[src/rtl/alu_logic_arbiter_if.sv]
// Request/result bundle for alu_logic_arbiter: two requesters feed one bitwise-logic
// result register. The master modport is the requester/consumer side; slave is the block.
interface alu_logic_arbiter_if #(
  parameter int WIDTH = 32
);
  logic             req0_valid;
  logic             req0_ready;
  logic [1:0]       req0_op;
  logic [WIDTH-1:0] req0_a;
  logic [WIDTH-1:0] req0_b;

  logic             req1_valid;
  logic             req1_ready;
  logic [1:0]       req1_op;
  logic [WIDTH-1:0] req1_a;
  logic [WIDTH-1:0] req1_b;

  logic             res_valid;
  logic             res_ready;
  logic [WIDTH-1:0] res_data;
  logic             res_id;
  logic [15:0]      ops_done;

  modport master (
    output req0_valid, req0_op, req0_a, req0_b,
    output req1_valid, req1_op, req1_a, req1_b,
    output res_ready,
    input  req0_ready, req1_ready,
    input  res_valid, res_data, res_id, ops_done
  );

  modport slave (
    input  req0_valid, req0_op, req0_a, req0_b,
    input  req1_valid, req1_op, req1_a, req1_b,
    input  res_ready,
    output req0_ready, req1_ready,
    output res_valid, res_data, res_id, ops_done
  );
endinterface

[src/rtl/alu_logic_arbiter.sv]
// Two-requester round-robin arbiter in front of a one-entry bitwise-logic result register
// (AND/OR/XOR/NOR), with pass-through refill and a wrapping completed-handshake counter.
module alu_logic_arbiter #(
  parameter int WIDTH = 32
) (
  input logic                clk,
  input logic                reset,
  alu_logic_arbiter_if.slave bus
);

  typedef enum logic {
    EMPTY = 1'b0,
    FULL  = 1'b1
  } state_t;

  typedef enum logic [1:0] {
    OP_AND = 2'b00,
    OP_OR  = 2'b01,
    OP_XOR = 2'b10,
    OP_NOR = 2'b11
  } op_t;

  state_t state;
  logic   ptr;
  logic   can_accept;
  logic   grant_id;
  logic   xfer;
  logic   handshake;

  function automatic logic [WIDTH-1:0] apply_op(input logic [1:0] op,
                                                input logic [WIDTH-1:0] a,
                                                input logic [WIDTH-1:0] b);
    case (op_t'(op))
      OP_AND:  apply_op = a & b;
      OP_OR:   apply_op = a | b;
      OP_XOR:  apply_op = a ^ b;
      default: apply_op = ~(a | b);
    endcase
  endfunction

  // Ready never looks at operands or opcodes, so requesters may change them freely while waiting.
  always_comb begin
    // NOTE: every always_comb output gets a default first so no path can infer a latch.
    can_accept     = 1'b0;
    grant_id       = 1'b0;
    bus.req0_ready = 1'b0;
    bus.req1_ready = 1'b0;
    if (!reset) begin
      can_accept = (state == EMPTY) || bus.res_ready;
      if (bus.req0_valid && bus.req1_valid) grant_id = ptr;
      else                                  grant_id = bus.req1_valid;
      bus.req0_ready = can_accept && bus.req0_valid && !grant_id;
      bus.req1_ready = can_accept && bus.req1_valid &&  grant_id;
    end
  end

  assign xfer      = bus.req0_ready || bus.req1_ready;
  assign handshake = bus.res_valid && bus.res_ready;

  // NOTE: sequential state uses non-blocking assignments so every register samples pre-edge values.
  always_ff @(posedge clk) begin
    if (reset) begin
      state        <= EMPTY;
      ptr          <= 1'b0;
      bus.res_valid <= 1'b0;
      bus.res_data <= '0;
      bus.res_id   <= 1'b0;
      bus.ops_done <= 16'h0000;
    end else begin
      if (handshake) bus.ops_done <= bus.ops_done + 16'd1;
      if (xfer) begin
        state         <= FULL;
        bus.res_valid <= 1'b1;
        bus.res_id    <= grant_id;
        ptr           <= ~grant_id;
        bus.res_data  <= grant_id ? apply_op(bus.req1_op, bus.req1_a, bus.req1_b)
                                  : apply_op(bus.req0_op, bus.req0_a, bus.req0_b);
      end else if (handshake) begin
        state         <= EMPTY;
        bus.res_valid <= 1'b0;
      end
    end
  end

endmodule

[src/flat_wrapper.sv]
// flat-port wrapper written by rule: the top's interface ports become plain ports
module alu_logic_arbiter_flat 
#(
  parameter int WIDTH = 32
)
  (clk, reset, bus_req0_valid, bus_req0_op, bus_req0_a, bus_req0_b, bus_req1_valid, bus_req1_op, bus_req1_a, bus_req1_b, bus_res_ready, bus_req0_ready, bus_req1_ready, bus_res_valid, bus_res_data, bus_res_id, bus_ops_done);
  alu_logic_arbiter_if #(.WIDTH(WIDTH)) bus_i ();
  input logic clk;
  input logic reset;
  input wire logic [$bits(bus_i.req0_valid)-1:0] bus_req0_valid;
  input wire logic [$bits(bus_i.req0_op)-1:0] bus_req0_op;
  input wire logic [$bits(bus_i.req0_a)-1:0] bus_req0_a;
  input wire logic [$bits(bus_i.req0_b)-1:0] bus_req0_b;
  input wire logic [$bits(bus_i.req1_valid)-1:0] bus_req1_valid;
  input wire logic [$bits(bus_i.req1_op)-1:0] bus_req1_op;
  input wire logic [$bits(bus_i.req1_a)-1:0] bus_req1_a;
  input wire logic [$bits(bus_i.req1_b)-1:0] bus_req1_b;
  input wire logic [$bits(bus_i.res_ready)-1:0] bus_res_ready;
  output wire logic [$bits(bus_i.req0_ready)-1:0] bus_req0_ready;
  output wire logic [$bits(bus_i.req1_ready)-1:0] bus_req1_ready;
  output wire logic [$bits(bus_i.res_valid)-1:0] bus_res_valid;
  output wire logic [$bits(bus_i.res_data)-1:0] bus_res_data;
  output wire logic [$bits(bus_i.res_id)-1:0] bus_res_id;
  output wire logic [$bits(bus_i.ops_done)-1:0] bus_ops_done;
  assign bus_i.req0_valid = bus_req0_valid;
  assign bus_i.req0_op = bus_req0_op;
  assign bus_i.req0_a = bus_req0_a;
  assign bus_i.req0_b = bus_req0_b;
  assign bus_i.req1_valid = bus_req1_valid;
  assign bus_i.req1_op = bus_req1_op;
  assign bus_i.req1_a = bus_req1_a;
  assign bus_i.req1_b = bus_req1_b;
  assign bus_i.res_ready = bus_res_ready;
  assign bus_req0_ready = bus_i.req0_ready;
  assign bus_req1_ready = bus_i.req1_ready;
  assign bus_res_valid = bus_i.res_valid;
  assign bus_res_data = bus_i.res_data;
  assign bus_res_id = bus_i.res_id;
  assign bus_ops_done = bus_i.ops_done;
  alu_logic_arbiter #(.WIDTH(WIDTH)) u_core (.clk(clk), .reset(reset), .bus(bus_i));
endmodule
[config.mk]
export PLATFORM = sky130hd
export DESIGN_NAME = alu_logic_arbiter_flat
export DESIGN_NICKNAME = d
export VERILOG_FILES = /design/src/rtl/alu_logic_arbiter_if.sv /design/src/rtl/alu_logic_arbiter.sv /design/src/flat_wrapper.sv
export SDC_FILE = /design/constraint.sdc
export NUM_CORES = 1
export LEC_CHECK = 0
export ABC_AREA = 1
export BUFFER_PORTS_ARGS = -buffer_cell sky130_fd_sc_hd__clkbuf_2
export CAP_MARGIN = 30
export CORE_UTILIZATION = 40
export DETAILED_ROUTE_END_ITERATION = 8
export GPL_ROUTABILITY_DRIVEN = 0
export SETUP_SLACK_MARGIN = 0.5
export SYNTH_ARGS = -nofsm -noshare
export SYNTH_HDL_FRONTEND = slang
export SYNTH_SLANG_ARGS = --single-unit
[constraint.sdc]
create_clock -name clk -period 3.5 [get_ports clk]
set_input_delay 0.35 -clock clk [delete_from_list [all_inputs] [get_ports clk]]
set_output_delay 0.35 -clock clk [all_outputs]
set_load 0.03 [all_outputs]
==> results.toml <==
[die]
die_h_microns = 128
core.rowCount = 45
die_width_microns = 128
die_area_sq_um = 16500
ios = 189
start_util_pct = 41.5
core_area_sq_um = 15400

[clock_network]
clk_path_buf_depth = 2
cts_root_buf = "clkbuf_16"
insertion_delay_ps = 290
cts.htree.levels = 2
cts_resized = 0
clkSinkCount = 51
tritoncts = "built"
cts_setup_buffers = 0
clk_pin_slew_ps = 80
ctsHoldBuffers = 0
cts_buffers = 5

[logic_synthesis]
yosys.area.top_type_share_pct = 25.3
synth-edff-count = 0
synth_top_area_cell = "ha_1"
synth.cell_area_sq_um = 6380
synth_flop_cell = "dfxtp_1"
synth_seq_cells = 51
seq_area_frac_synth_pct = 16.0
netlist_top_cells_count = "240 x nand2_1, 236 x inv_1, 149 x nand3_1, 129 x ha_1, 93 x o21ai_0"
yosysMostFrequentCell = "nand2_1"
syn_area_per_cell_sq_um = 6.07
synth_cell_type_count = 27
synth_area_leaders = "ha_1 25%, dfxtp_1 16%, nand2_1 14%"
netlist_instances = 1051
ys_warn_count = 0
syn_nets = 1317
async_reset_ff_share_pct = 0

[global_routing]
antenna_found_initial = 0
grt_max_degree = 38
grt_pass1_wl_mm = 28.0
grt.total_usage_pct = 21.2
grtUsageMet3_pct = 3.26
met1_usage_pct = 26.3
first_global_vias = 5962
overflow = 0
use_met2_pct = 38.4
top_usage_layer = "met2"

[timing]
setup_viol = 0
max_freq_ghz = 0.428
fin_crit_ps = 2340
hold_viol = 0
grt_setup_unrepaired = "no"
worstMarginPinSlew_ps = 841
fin_crit_sh_pct = 66.7
maxSlewHeadroom_pct = 43.7
slew_violations = 0
finClkSkew_ps = 11.2
tns_ps = 0

[cells_and_area]
n_antenna_cell = 0
final_core_util_pct = 49.4
drive_above_1_share_pct = 18.2
layout.nets = 1474
syn_to_final_growth_pct = 19.0
fin_area_sq_um = 7590
multi_input_area_sq_um = 4240
fillers = 1679
ff_latch_area_sq_um = 1020

[placement]
dpl_cell_area_sq_um = 7440
dpl.hpwl_mm = 13.9
io_buffers = 188

[worst_hold_path]
holdPathStages = 3
min_path_type = "input port to flop"
hp-start = "bus_req0_valid"
holdPathEnd = "u_core.state"

[power]
p_leak_uw = 0.00450
power_frac_seq_pct = 35.5
pwr-share-comb_pct = 36.0
ir_worst_vdd_uv = 199
power_density_nw_per_um2 = 236
p_clk_share_pct = 28.5
switching_power_uw = 674
p_total_uw = 1800
p_int_uw = 1120
switching_share_pct = 37.6

[worst_setup_path]
reg2reg_setup_slack_ps = 1300
crit_arrival_ps = 1990
reg2reg_depth = 9
crit_type = "flop to primary output"
required_ps = 3150
reg2reg_from = "u_core.ptr"
start_kind = "flop"
worstReg2RegEnd = "u_core.bus.res_data[9]"
endpoint_kind = "primary output"
worstPathMaxFanout = 21

[routing]
via_per_inst = 4.68
route.detailed.drc = 0
wl_per_cell_microns = 12.2
firstDrtPassIters = 4
dr_total_vias = 6643
routed_wl_mm = 17.3
drtAntennaViolNets = 0
drtIter0Drc = 298

[status]
status = "complete, no violations"

[flow_run]
maxCapViolations = 0
-- worst max-delay path by stage --
stage	start	slack, ps	cells after the start	end
after floorplan	u_core.bus.ops_done[1]	1920	8	u_core.bus.ops_done[10]
after global placement	reset	1070	9	u_core.bus.res_data[14]
after detailed placement	reset	1040	9	u_core.bus.res_data[9]
after CTS	u_core.ptr	1180	6	bus_req1_ready
after global routing	u_core.ptr	1000	6	bus_req1_ready
final	u_core.ptr	1160	6	bus_req1_ready
-- power groups by stage --
stage | sequential, uW | combinational (uW) | clock [uW]
floorplan | 708 | 363 | 0
global placement | 652 | 647 | 0
detailed placement | 651 | 653 | 0
CTS | 637 | 656 | 524
global route | 641 | 747 | 557
finish | 637 | 647 | 511
-- cells by family (layout without fill, tap and decap cells) --
family,Yosys count,after routing,synth area share [%]
simple gates,457,457,30.8
fa+ha+maj,129,129,25.3
flops,51,51,16.0
buf+inv,288,446,17.6
compound gates,126,126,10.3
-- worst max-delay path, cell delays in order, from the launching register on --
cell and delay [ps]:
dfxtp_1 330, inv_1 40, nand2_1 80, nand3_2 330, a21oi_2 400, buf_4 270, clkbuf_2 240
-- registers in the layout (all words and copies together) (netlist names) --
name	flops
u_core.state	1
u_core.ptr	1
u_core.bus.res_data	32
u_core.bus.res_id	1
u_core.bus.ops_done	16
-- layout by cell type (no fill, tap or decap), drive strengths merged --
cell type and instances:
nand4 2, inv 241, nor2 54, buf 10
nor3 5, a31oi 1, clkinvlp 1, clkinv 1
o21ai 93, ha 129, clkbuf 193, a21oi 24
dfxtp 51, nor3b 1, a21o 1, nand3 150
nand2 243, nand3b 1, o211ai 7, and3 1
-- stage by stage --
| step | hold WS [ps] | std cells | setup slack (ps) |
|---|---|---|---|
| floorplan | 440 | 1051 | 1920 |
| global route | 347 | 1420 | 999 |
| finish | 333 | 1420 | 1160 |
| CTS | 331 | 1420 | 1180 |
| global placement | 464 | 1412 | 1070 |
| detailed placement | 460 | 1412 | 1040 |
-- final cells by class --
class / count / area share [%]
repair buffers: 198 / 13.4
inverters: 240 / 11.9
well taps: 211 / 3.48
clock buffers: 5 / 1.65
multi-input cells: 712 / 55.8
flip-flops and latches: 51 / 13.4
clock inverters: 3 / 0.363
-- per-layer routing --
| metal | up-vias | part of all wire (%) | routed length (microns) |
|---|---|---|---|
| met3 | 18 | 4.9 | 840 |
| met5 | - | 0 | 0 |
| li1 | 3564 | - | - |
| met1 | 2925 | 45 | 7700 |
| met4 | 0 | 1.8 | 318 |
| met2 | 136 | 49 | 8400 |
No activity file was read; power rests on OpenSTA's default activity.
